**src/rtl/nabp_line_buffer_controller_pkg.sv**
```systemverilog
// Shared types and defaults for the NABP line buffer controller.
// Optional statistics build: NABP_LINE_BUF_STATS_EN.
package nabp_line_buffer_controller_pkg;

    localparam int kFilteredDataLength = 16;
    localparam int kProjectionLineSize = 16;
    localparam int kSLength            = 4;
    localparam int kLineBufNumReaders  = 4;
    localparam int kLineBufIdLength    = 2;

    typedef enum logic {
        kLineBufStateFill  = 1'b0,
        kLineBufStateServe = 1'b1
    } line_buf_state_e;

    localparam logic [31:0] kStatMax = '1;

endpackage

```
**src/rtl/nabp_line_buffer_controller_if.sv**
```systemverilog
// Filter-stream and reader handshake bundle of the line buffer controller.
// Optional statistics build: NABP_LINE_BUF_STATS_EN (adds no signals here).
interface nabp_line_buffer_controller_if #(
    parameter int pDataLength = 16,
    parameter int pAddrLength = 4,
    parameter int pNumReaders = 4,
    parameter int pIdLength   = 2
);
    logic                               fill_valid;
    logic [pDataLength-1:0]             fill_data;
    logic                               fill_ready;
    logic                               line_valid;
    logic [pNumReaders-1:0]             rd_req;
    logic [pNumReaders*pAddrLength-1:0] rd_addr;
    logic [pNumReaders-1:0]             rd_done;
    logic [pNumReaders-1:0]             rd_gnt;
    logic                               rd_valid_0;
    logic                               rd_valid_1;
    logic [pIdLength-1:0]               rd_id_0;
    logic [pIdLength-1:0]               rd_id_1;
    logic [pDataLength-1:0]             rd_data_0;
    logic [pDataLength-1:0]             rd_data_1;

    modport master (
        output fill_valid, fill_data, rd_req, rd_addr, rd_done,
        input  fill_ready, line_valid, rd_gnt,
        input  rd_valid_0, rd_valid_1, rd_id_0, rd_id_1,
        input  rd_data_0, rd_data_1
    );

    modport slave (
        input  fill_valid, fill_data, rd_req, rd_addr, rd_done,
        output fill_ready, line_valid, rd_gnt,
        output rd_valid_0, rd_valid_1, rd_id_0, rd_id_1,
        output rd_data_0, rd_data_1
    );
endinterface

```
**src/rtl/nabp_line_buffer_controller_arbiter.sv**
```systemverilog
// Combinational pick-two round-robin arbiter for the two RAM ports.
// Optional statistics build: NABP_LINE_BUF_STATS_EN (not used here).
module nabp_rr_pick2_arbiter #(
    parameter int pNumReaders = 4,
    parameter int pIdLength   = 2
) (
    input  logic [pNumReaders-1:0] elig,
    input  logic [pIdLength-1:0]   rr_ptr,
    output logic [pNumReaders-1:0] gnt_0,
    output logic [pNumReaders-1:0] gnt_1,
    output logic                   vld_0,
    output logic                   vld_1,
    output logic [pIdLength-1:0]   rr_next
);
    int                 s;
    logic [pIdLength-1:0] idx;
    logic [pIdLength-1:0] after;

    always_comb begin
        gnt_0   = '0;
        gnt_1   = '0;
        vld_0   = 1'b0;
        vld_1   = 1'b0;
        rr_next = rr_ptr;
        s       = 0;
        idx     = '0;
        after   = '0;
        for (int k = 0; k < pNumReaders; k++) begin
            s = int'(rr_ptr) + k;
            if (s >= pNumReaders) s = s - pNumReaders;
            idx   = pIdLength'(s);
            after = (s == pNumReaders - 1) ? '0 : pIdLength'(s + 1);
            if (elig[idx]) begin
                if (!vld_0) begin
                    vld_0      = 1'b1;
                    gnt_0[idx] = 1'b1;
                    rr_next    = after;
                end else if (!vld_1) begin
                    vld_1      = 1'b1;
                    gnt_1[idx] = 1'b1;
                    rr_next    = after;
                end
            end
        end
    end
endmodule

```
**src/rtl/nabp_line_buffer_controller.sv**
```systemverilog
// Line buffer controller: fills one projection line, then serves two reads/cycle.
// Define NABP_LINE_BUF_STATS_EN to add grant/stall statistics outputs.
module nabp_line_buffer_controller
    import nabp_line_buffer_controller_pkg::*;
#(
    parameter int pDataLength = kFilteredDataLength,
    parameter int pRAMSize    = kProjectionLineSize,
    parameter int pAddrLength = kSLength,
    parameter int pNumReaders = kLineBufNumReaders,
    parameter int pIdLength   = kLineBufIdLength
) (
    input  logic                   clk,
    input  logic                   reset,
    nabp_line_buffer_controller_if.slave bus,
    output logic                   ram_we_0,
    output logic [pAddrLength-1:0] ram_addr_0,
    output logic [pDataLength-1:0] ram_data_in_0,
    input  logic [pDataLength-1:0] ram_data_out_0,
    output logic                   ram_we_1,
    output logic [pAddrLength-1:0] ram_addr_1,
    output logic [pDataLength-1:0] ram_data_in_1,
    input  logic [pDataLength-1:0] ram_data_out_1
`ifdef NABP_LINE_BUF_STATS_EN
    ,
    output logic [31:0]            stat_grant_count,
    output logic [31:0]            stat_stall_count
`endif
);
    line_buf_state_e state, state_next;

    logic [pAddrLength-1:0] wr_ptr;
    logic [pNumReaders-1:0] done_mask, done_next, elig;
    logic [pNumReaders-1:0] gnt_0, gnt_1;
    logic [pIdLength-1:0]   rr_ptr, rr_next, id_0, id_1;
    logic [pIdLength-1:0]   id_q_0, id_q_1;
    logic [pAddrLength-1:0] addr_0, addr_1;
    logic vld_0, vld_1, vld_q_0, vld_q_1;
    logic serve, accept, last_fill, exit_serve;

    assign serve      = state == kLineBufStateServe;
    assign accept     = bus.fill_valid && bus.fill_ready;
    assign last_fill  = wr_ptr == pAddrLength'(pRAMSize - 1);
    assign elig       = serve ? (bus.rd_req & ~done_mask) : '0;
    assign done_next  = done_mask | (serve ? bus.rd_done : '0);
    // Returns already on the lanes must drain before the line is released.
    assign exit_serve = serve && (&done_next) && !(vld_q_0 || vld_q_1);

    nabp_rr_pick2_arbiter #(
        .pNumReaders(pNumReaders),
        .pIdLength  (pIdLength)
    ) u_arb (
        .elig   (elig),
        .rr_ptr (rr_ptr),
        .gnt_0  (gnt_0),
        .gnt_1  (gnt_1),
        .vld_0  (vld_0),
        .vld_1  (vld_1),
        .rr_next(rr_next)
    );

    always_comb begin
        id_0   = '0;
        id_1   = '0;
        addr_0 = '0;
        addr_1 = '0;
        for (int i = 0; i < pNumReaders; i++) begin
            if (gnt_0[i]) begin
                id_0   = pIdLength'(i);
                addr_0 = bus.rd_addr[i*pAddrLength +: pAddrLength];
            end
            if (gnt_1[i]) begin
                id_1   = pIdLength'(i);
                addr_1 = bus.rd_addr[i*pAddrLength +: pAddrLength];
            end
        end
    end

    always_ff @(posedge clk) begin
        if (reset) state <= kLineBufStateFill;
        else       state <= state_next;
    end

    always_comb begin
        state_next = state;
        unique case (state)
            kLineBufStateFill:
                if (accept && last_fill) state_next = kLineBufStateServe;
            kLineBufStateServe:
                if (exit_serve) state_next = kLineBufStateFill;
        endcase
    end

    always_comb begin
        bus.fill_ready = !serve && !reset;
        bus.line_valid = serve;
        bus.rd_gnt     = gnt_0 | gnt_1;
        ram_we_0       = accept;
        ram_addr_0     = accept ? wr_ptr : addr_0;
        ram_data_in_0  = accept ? bus.fill_data : '0;
        ram_we_1       = 1'b0;
        ram_addr_1     = addr_1;
        ram_data_in_1  = '0;
    end

    always_ff @(posedge clk) begin
        if (reset) begin
            wr_ptr    <= '0;
            done_mask <= '0;
            rr_ptr    <= '0;
            vld_q_0   <= 1'b0;
            vld_q_1   <= 1'b0;
            id_q_0    <= '0;
            id_q_1    <= '0;
        end else begin
            if (accept) wr_ptr <= last_fill ? '0 : wr_ptr + 1'b1;
            if (exit_serve) begin
                wr_ptr    <= '0;
                done_mask <= '0;
            end else begin
                done_mask <= done_next;
            end
            if (vld_0) rr_ptr <= rr_next;
            vld_q_0 <= vld_0;
            vld_q_1 <= vld_1;
            id_q_0  <= id_0;
            id_q_1  <= id_1;
        end
    end

    assign bus.rd_valid_0 = vld_q_0;
    assign bus.rd_valid_1 = vld_q_1;
    assign bus.rd_id_0    = id_q_0;
    assign bus.rd_id_1    = id_q_1;
    assign bus.rd_data_0  = ram_data_out_0;
    assign bus.rd_data_1  = ram_data_out_1;

`ifdef NABP_LINE_BUF_STATS_EN
    logic [31:0] n_gnt;
    logic        stall;

    assign n_gnt = 32'(vld_0) + 32'(vld_1);
    assign stall = (elig & ~(gnt_0 | gnt_1)) != '0;

    always_ff @(posedge clk) begin
        if (reset) begin
            stat_grant_count <= '0;
            stat_stall_count <= '0;
        end else begin
            if (stat_grant_count > kStatMax - n_gnt)
                stat_grant_count <= kStatMax;
            else
                stat_grant_count <= stat_grant_count + n_gnt;
            if (stall && stat_stall_count != kStatMax)
                stat_stall_count <= stat_stall_count + 32'd1;
        end
    end
`endif
endmodule

```
**src/flat_wrapper.sv**
```systemverilog
// flat-port wrapper written by rule: the top's interface ports become plain ports
module nabp_line_buffer_controller_flat import nabp_line_buffer_controller_pkg::*;
#(
    parameter int pDataLength = kFilteredDataLength,
    parameter int pRAMSize    = kProjectionLineSize,
    parameter int pAddrLength = kSLength,
    parameter int pNumReaders = kLineBufNumReaders,
    parameter int pIdLength   = kLineBufIdLength
)
  (clk, reset, ram_we_0, ram_addr_0, ram_data_in_0, ram_data_out_0, ram_we_1, ram_addr_1, ram_data_in_1, ram_data_out_1, bus_fill_valid, bus_fill_data, bus_rd_req, bus_rd_addr, bus_rd_done, bus_fill_ready, bus_line_valid, bus_rd_gnt, bus_rd_valid_0, bus_rd_valid_1, bus_rd_id_0, bus_rd_id_1, bus_rd_data_0, bus_rd_data_1);
  nabp_line_buffer_controller_if #(.pDataLength(pDataLength), .pAddrLength(pAddrLength), .pNumReaders(pNumReaders), .pIdLength(pIdLength)) bus_i ();
  input  logic clk;
  input  logic reset;
  output logic ram_we_0;
  output logic [pAddrLength-1:0] ram_addr_0;
  output logic [pDataLength-1:0] ram_data_in_0;
  input  logic [pDataLength-1:0] ram_data_out_0;
  output logic ram_we_1;
  output logic [pAddrLength-1:0] ram_addr_1;
  output logic [pDataLength-1:0] ram_data_in_1;
  input  logic [pDataLength-1:0] ram_data_out_1;
  input wire logic [$bits(bus_i.fill_valid)-1:0] bus_fill_valid;
  input wire logic [$bits(bus_i.fill_data)-1:0] bus_fill_data;
  input wire logic [$bits(bus_i.rd_req)-1:0] bus_rd_req;
  input wire logic [$bits(bus_i.rd_addr)-1:0] bus_rd_addr;
  input wire logic [$bits(bus_i.rd_done)-1:0] bus_rd_done;
  output wire logic [$bits(bus_i.fill_ready)-1:0] bus_fill_ready;
  output wire logic [$bits(bus_i.line_valid)-1:0] bus_line_valid;
  output wire logic [$bits(bus_i.rd_gnt)-1:0] bus_rd_gnt;
  output wire logic [$bits(bus_i.rd_valid_0)-1:0] bus_rd_valid_0;
  output wire logic [$bits(bus_i.rd_valid_1)-1:0] bus_rd_valid_1;
  output wire logic [$bits(bus_i.rd_id_0)-1:0] bus_rd_id_0;
  output wire logic [$bits(bus_i.rd_id_1)-1:0] bus_rd_id_1;
  output wire logic [$bits(bus_i.rd_data_0)-1:0] bus_rd_data_0;
  output wire logic [$bits(bus_i.rd_data_1)-1:0] bus_rd_data_1;
  assign bus_i.fill_valid = bus_fill_valid;
  assign bus_i.fill_data = bus_fill_data;
  assign bus_i.rd_req = bus_rd_req;
  assign bus_i.rd_addr = bus_rd_addr;
  assign bus_i.rd_done = bus_rd_done;
  assign bus_fill_ready = bus_i.fill_ready;
  assign bus_line_valid = bus_i.line_valid;
  assign bus_rd_gnt = bus_i.rd_gnt;
  assign bus_rd_valid_0 = bus_i.rd_valid_0;
  assign bus_rd_valid_1 = bus_i.rd_valid_1;
  assign bus_rd_id_0 = bus_i.rd_id_0;
  assign bus_rd_id_1 = bus_i.rd_id_1;
  assign bus_rd_data_0 = bus_i.rd_data_0;
  assign bus_rd_data_1 = bus_i.rd_data_1;
  nabp_line_buffer_controller #(.pDataLength(pDataLength), .pRAMSize(pRAMSize), .pAddrLength(pAddrLength), .pNumReaders(pNumReaders), .pIdLength(pIdLength)) u_core (.clk(clk), .reset(reset), .bus(bus_i), .ram_we_0(ram_we_0), .ram_addr_0(ram_addr_0), .ram_data_in_0(ram_data_in_0), .ram_data_out_0(ram_data_out_0), .ram_we_1(ram_we_1), .ram_addr_1(ram_addr_1), .ram_data_in_1(ram_data_in_1), .ram_data_out_1(ram_data_out_1));
endmodule
```
**config.mk**
```make
export PLATFORM = sky130hd
export DESIGN_NAME = nabp_line_buffer_controller_flat
export DESIGN_NICKNAME = d
export VERILOG_FILES = /design/src/rtl/nabp_line_buffer_controller_pkg.sv /design/src/rtl/nabp_line_buffer_controller_if.sv /design/src/rtl/nabp_line_buffer_controller_arbiter.sv /design/src/rtl/nabp_line_buffer_controller.sv /design/src/flat_wrapper.sv
export SDC_FILE = /design/constraint.sdc
export NUM_CORES = 1
export LEC_CHECK = 0
export CAP_MARGIN = 20
export CORE_ASPECT_RATIO = 2
export CORE_MARGIN = 3
export CORE_UTILIZATION = 33
export DETAILED_ROUTE_END_ITERATION = 12
export GPL_TIMING_DRIVEN = 0
export PLACE_DENSITY = 0.78
export REMOVE_ABC_BUFFERS = 1
export SLEW_MARGIN = 40
export SYNTH_ARGS = -nofsm -noshare
export SYNTH_HDL_FRONTEND = slang
export SYNTH_SLANG_ARGS = --single-unit
```
**constraint.sdc**
```tcl
create_clock -name clk -period 3.5 [get_ports clk]
set_clock_uncertainty 0.1 [all_clocks]
set_input_delay 0.525 -clock clk [delete_from_list [all_inputs] [get_ports clk]]
set_output_delay 0.525 -clock clk [all_outputs]
set_load 0.03 [all_outputs]
```
==> metrics <==
worst skew pair latency=~0.25 ns; CP max-delay cell=a222oi_1; pwr dens=approximately 150 mW/mm^2; Comb power frac=0.252; YS warnings=0; htree depth=1; Max Cap Viol=0; RR Startpoint=u_core.rr_ptr[0]$_SDFFE_PP0P_; Initial DRC Count=151; dpl cells=roughly 450; count of final hold-check violations=0; Antenna Violating Nets Remaining=0; Placed Area=0.00296 sq mm; Post-synth EDFFs=0; boundary pin count=around 160; maximum VDD drop=between 0.15 and 0.2 mV; Slew HR=0.623; Main synth FF type=dfxtp_1; final count of negative-setup-slack endpoints=7; Core ar.=just over 0.007 sq mm; antenna violations before repair=0; clock-pin slew on the worst setup and hold paths=around 0.050 ns; vias per cell=slightly below 6; Starting Density=0.345; area added between synthesis and finish=51.6%; worst-path cell chain=inv_2, ha_4, inv_6, a21oi_2, or2_4, a31o_1, a222oi_1, buf_4, and4bb_1, o32a_1, buf_6; WL/cell=just over 20 um; row cnt=43; worst-margin pin slew=~0.57 ns; Final Util=0.523; Setup crit end kind=output pin; Design Power=between 0.5 and 0.6 mW; switching power=~0.15 mW; cts bufs inserted=3; CP Data Arrival Time=approximately 3.2 ns; clock power share=0.405; Hold Buf Count CTS=0; Die ar.=around 0.0085 sq mm; mapped cell area=around 0.0024 sq mm; filler cell count=642; I/O Buffers=79; register bit total from synthesis=17; CTS tree=done; register area share after synthesis=0.140; HP Class=register to register; count of different cell masters after synthesis=68; via count=approximately 3,000; CTS sink cnt=17; RSZ-0062 raised after global routing=yes; Switching Fraction=0.273; count of final max-slew check failures=0; HP Start=u_core.wr_ptr[1]$_SDFFE_PP0P_; fin area=roughly 0.0037 sq mm; router iterations before antenna repair=5; async set-or-reset flop fraction in the synthesized netlist=0; fin nets=500; Avg Cell Area, Syn=~7.3 sq um; final critical-path setup slack=-0.326 ns; gr usage total=0.230; share of layout cells above drive strength 1=0.307; first-pass GRT wire length=15,100 um; Placer Congestion=slightly above 0.9; Worst Path Max Fanout=7; Die H=around 130 um; launch point of the worst path=u_core.rr_ptr[0]$_SDFFE_PP0P_; Worst setup SP type=register; vias in the first global route=about 2,900; sequential share of power=0.343; root buf cell=clkbuf_16; pre-CTS WS=-1.83 ns; final worst path period share=1.09; status=complete, but fails checks; fin crit period=3.83 ns; Die X=between 60 and 70 um; Cells after Synth=332; # diodes=0; CP peak stage delay=approximately 0.54 ns; fmax=261 MHz; Power Internal=just over 0.4 mW; Non-Filler Instances=slightly above 500; WS Path Type=register to output pin; drt drc=0; Final HPWL DP=slightly above 7000 um; final WL=roughly 11,000 um; largest net degree at the start of global routing=23; Lkg Pwr=1.50 nW; grt ovf=0; CTS Buffer Depth=2; CP required=about 2.9 ns; violated checks=negative setup slack
[metrics by stage]
stage / hold WS, ns / TNS (ns)
after global placement: 0.390 / -17.61
after floorplan: 0.378 / -2.97
final: 0.427 / -1.11
after detailed placement: 0.411 / -15.20
after CTS: 0.417 / -0.560
after global routing: 0.436 / -1.84
[per-layer routing]
metal	GRT usage	part of all wire	up-vias
met3	0.0844	0.091	46
met1	0.245	0.35	1380
li1	-	-	1360
met2	0.395	0.51	212
met5	0.0132	0	-
met4	0.0970	0.051	0
[synthesized netlist by cell type (4+ instances only)]
master	n	area share
buf_4	50	0.15
nor2_1	28	0.043
a21oi_1	27	0.056
nand2_1	24	0.037
and3_1	20	0.051
dfxtp_1	17	0.14
inv_1	16	0.025
o21ai_0	14	0.029
clkbuf_1	10	0.015
a211oi_1	8	0.025
a22oi_1	7	0.022
ha_1	7	0.036
a221oi_1	5	0.018
o22ai_1	5	0.013
nand4_1	4	0.010
o211ai_1	4	0.012
o21ai_1	4	0.0082
[registers in the layout, indices dropped and copies added (netlist names)]
name,cells
u_core.bus.line_valid,1
u_core.bus.rd_id_0,2
u_core.bus.rd_id_1,2
u_core.bus.rd_valid_0,1
u_core.bus.rd_valid_1,1
u_core.done_mask,4
u_core.rr_ptr,2
u_core.wr_ptr,4
[cells in the final DEF, fill, tap and decap left out, types with 5 or more instances in the layout]
master	n
clkdlybuf4s50_1	63
buf_4	51
nand2_1	23
nor2_1	23
a21oi_1	22
and3_1	20
conb_1	17
inv_1	14
dfxtp_1	14
o21ai_0	11
a211oi_1	7
ha_1	6
o22ai_1	5
buf_6	5
[worst paths after layout]
check	slack (ns)	end	cells after the start
max reg2reg	0.89	u_core.bus.rd_id_1[1]$_SDFF_PP0_	10
max	-0.33	ram_addr_1[1]	11
min reg2reg	0.43	u_core.wr_ptr[1]$_SDFFE_PP0P_	2
min	0.43	u_core.wr_ptr[1]$_SDFFE_PP0P_	2
[power by group through the flow]
stage | clock (mW) | sequential (mW) | combinational [mW]
2_1_floorplan | 0 | 0.200 | 0.0619
3_3_place_gp | 0 | 0.201 | 0.136
3_5_place_dp | 0 | 0.201 | 0.137
4_1_cts | 0.230 | 0.194 | 0.137
5_1_grt | 0.239 | 0.195 | 0.152
6_report | 0.230 | 0.194 | 0.143
[worst max-delay path, delay by kind of cell, from the launching register on]
kind / cells / cell delay [ns]
AND/OR/NAND/NOR: 2 / 0.46
adder cells (fa/ha/maj): 1 / 0.30
AO/OA/AOI/OAI: 4 / 1.22
buffers and inverters: 4 / 0.56
flip-flops: 1 / 0.41
[cell families after synthesis]
group,Yosys count,synth area share
other,1,0.00154
buffers and inverters,82,0.214
XOR/XNOR,2,0.00720
adder cells (fa/ha/maj),8,0.0401
AO/OA/AOI/OAI,112,0.332
AND/OR/NAND/NOR,109,0.261
flip-flops,17,0.140
multiplexers,1,0.00412
[final cells by class]
cell class                 instances  area [sq um]  share of cell area
multi-input combinational        249          1910               0.517
tap                               90           113              0.0305
timing repair buffer             130          1160               0.316
sequential                        17           352              0.0953
clock buffer                       3          75.1              0.0204
clock inverter                     1          5.00             0.00136
inverter                          17          73.8              0.0200
[repair_timing]
item,in CTS,in global routing
endpoints found under the setup margin,15,13
pin swaps,20,18
cloned,0,0
resized for setup,112,28
buffers inserted,26,23
Power figures use the tool's default switching activity.
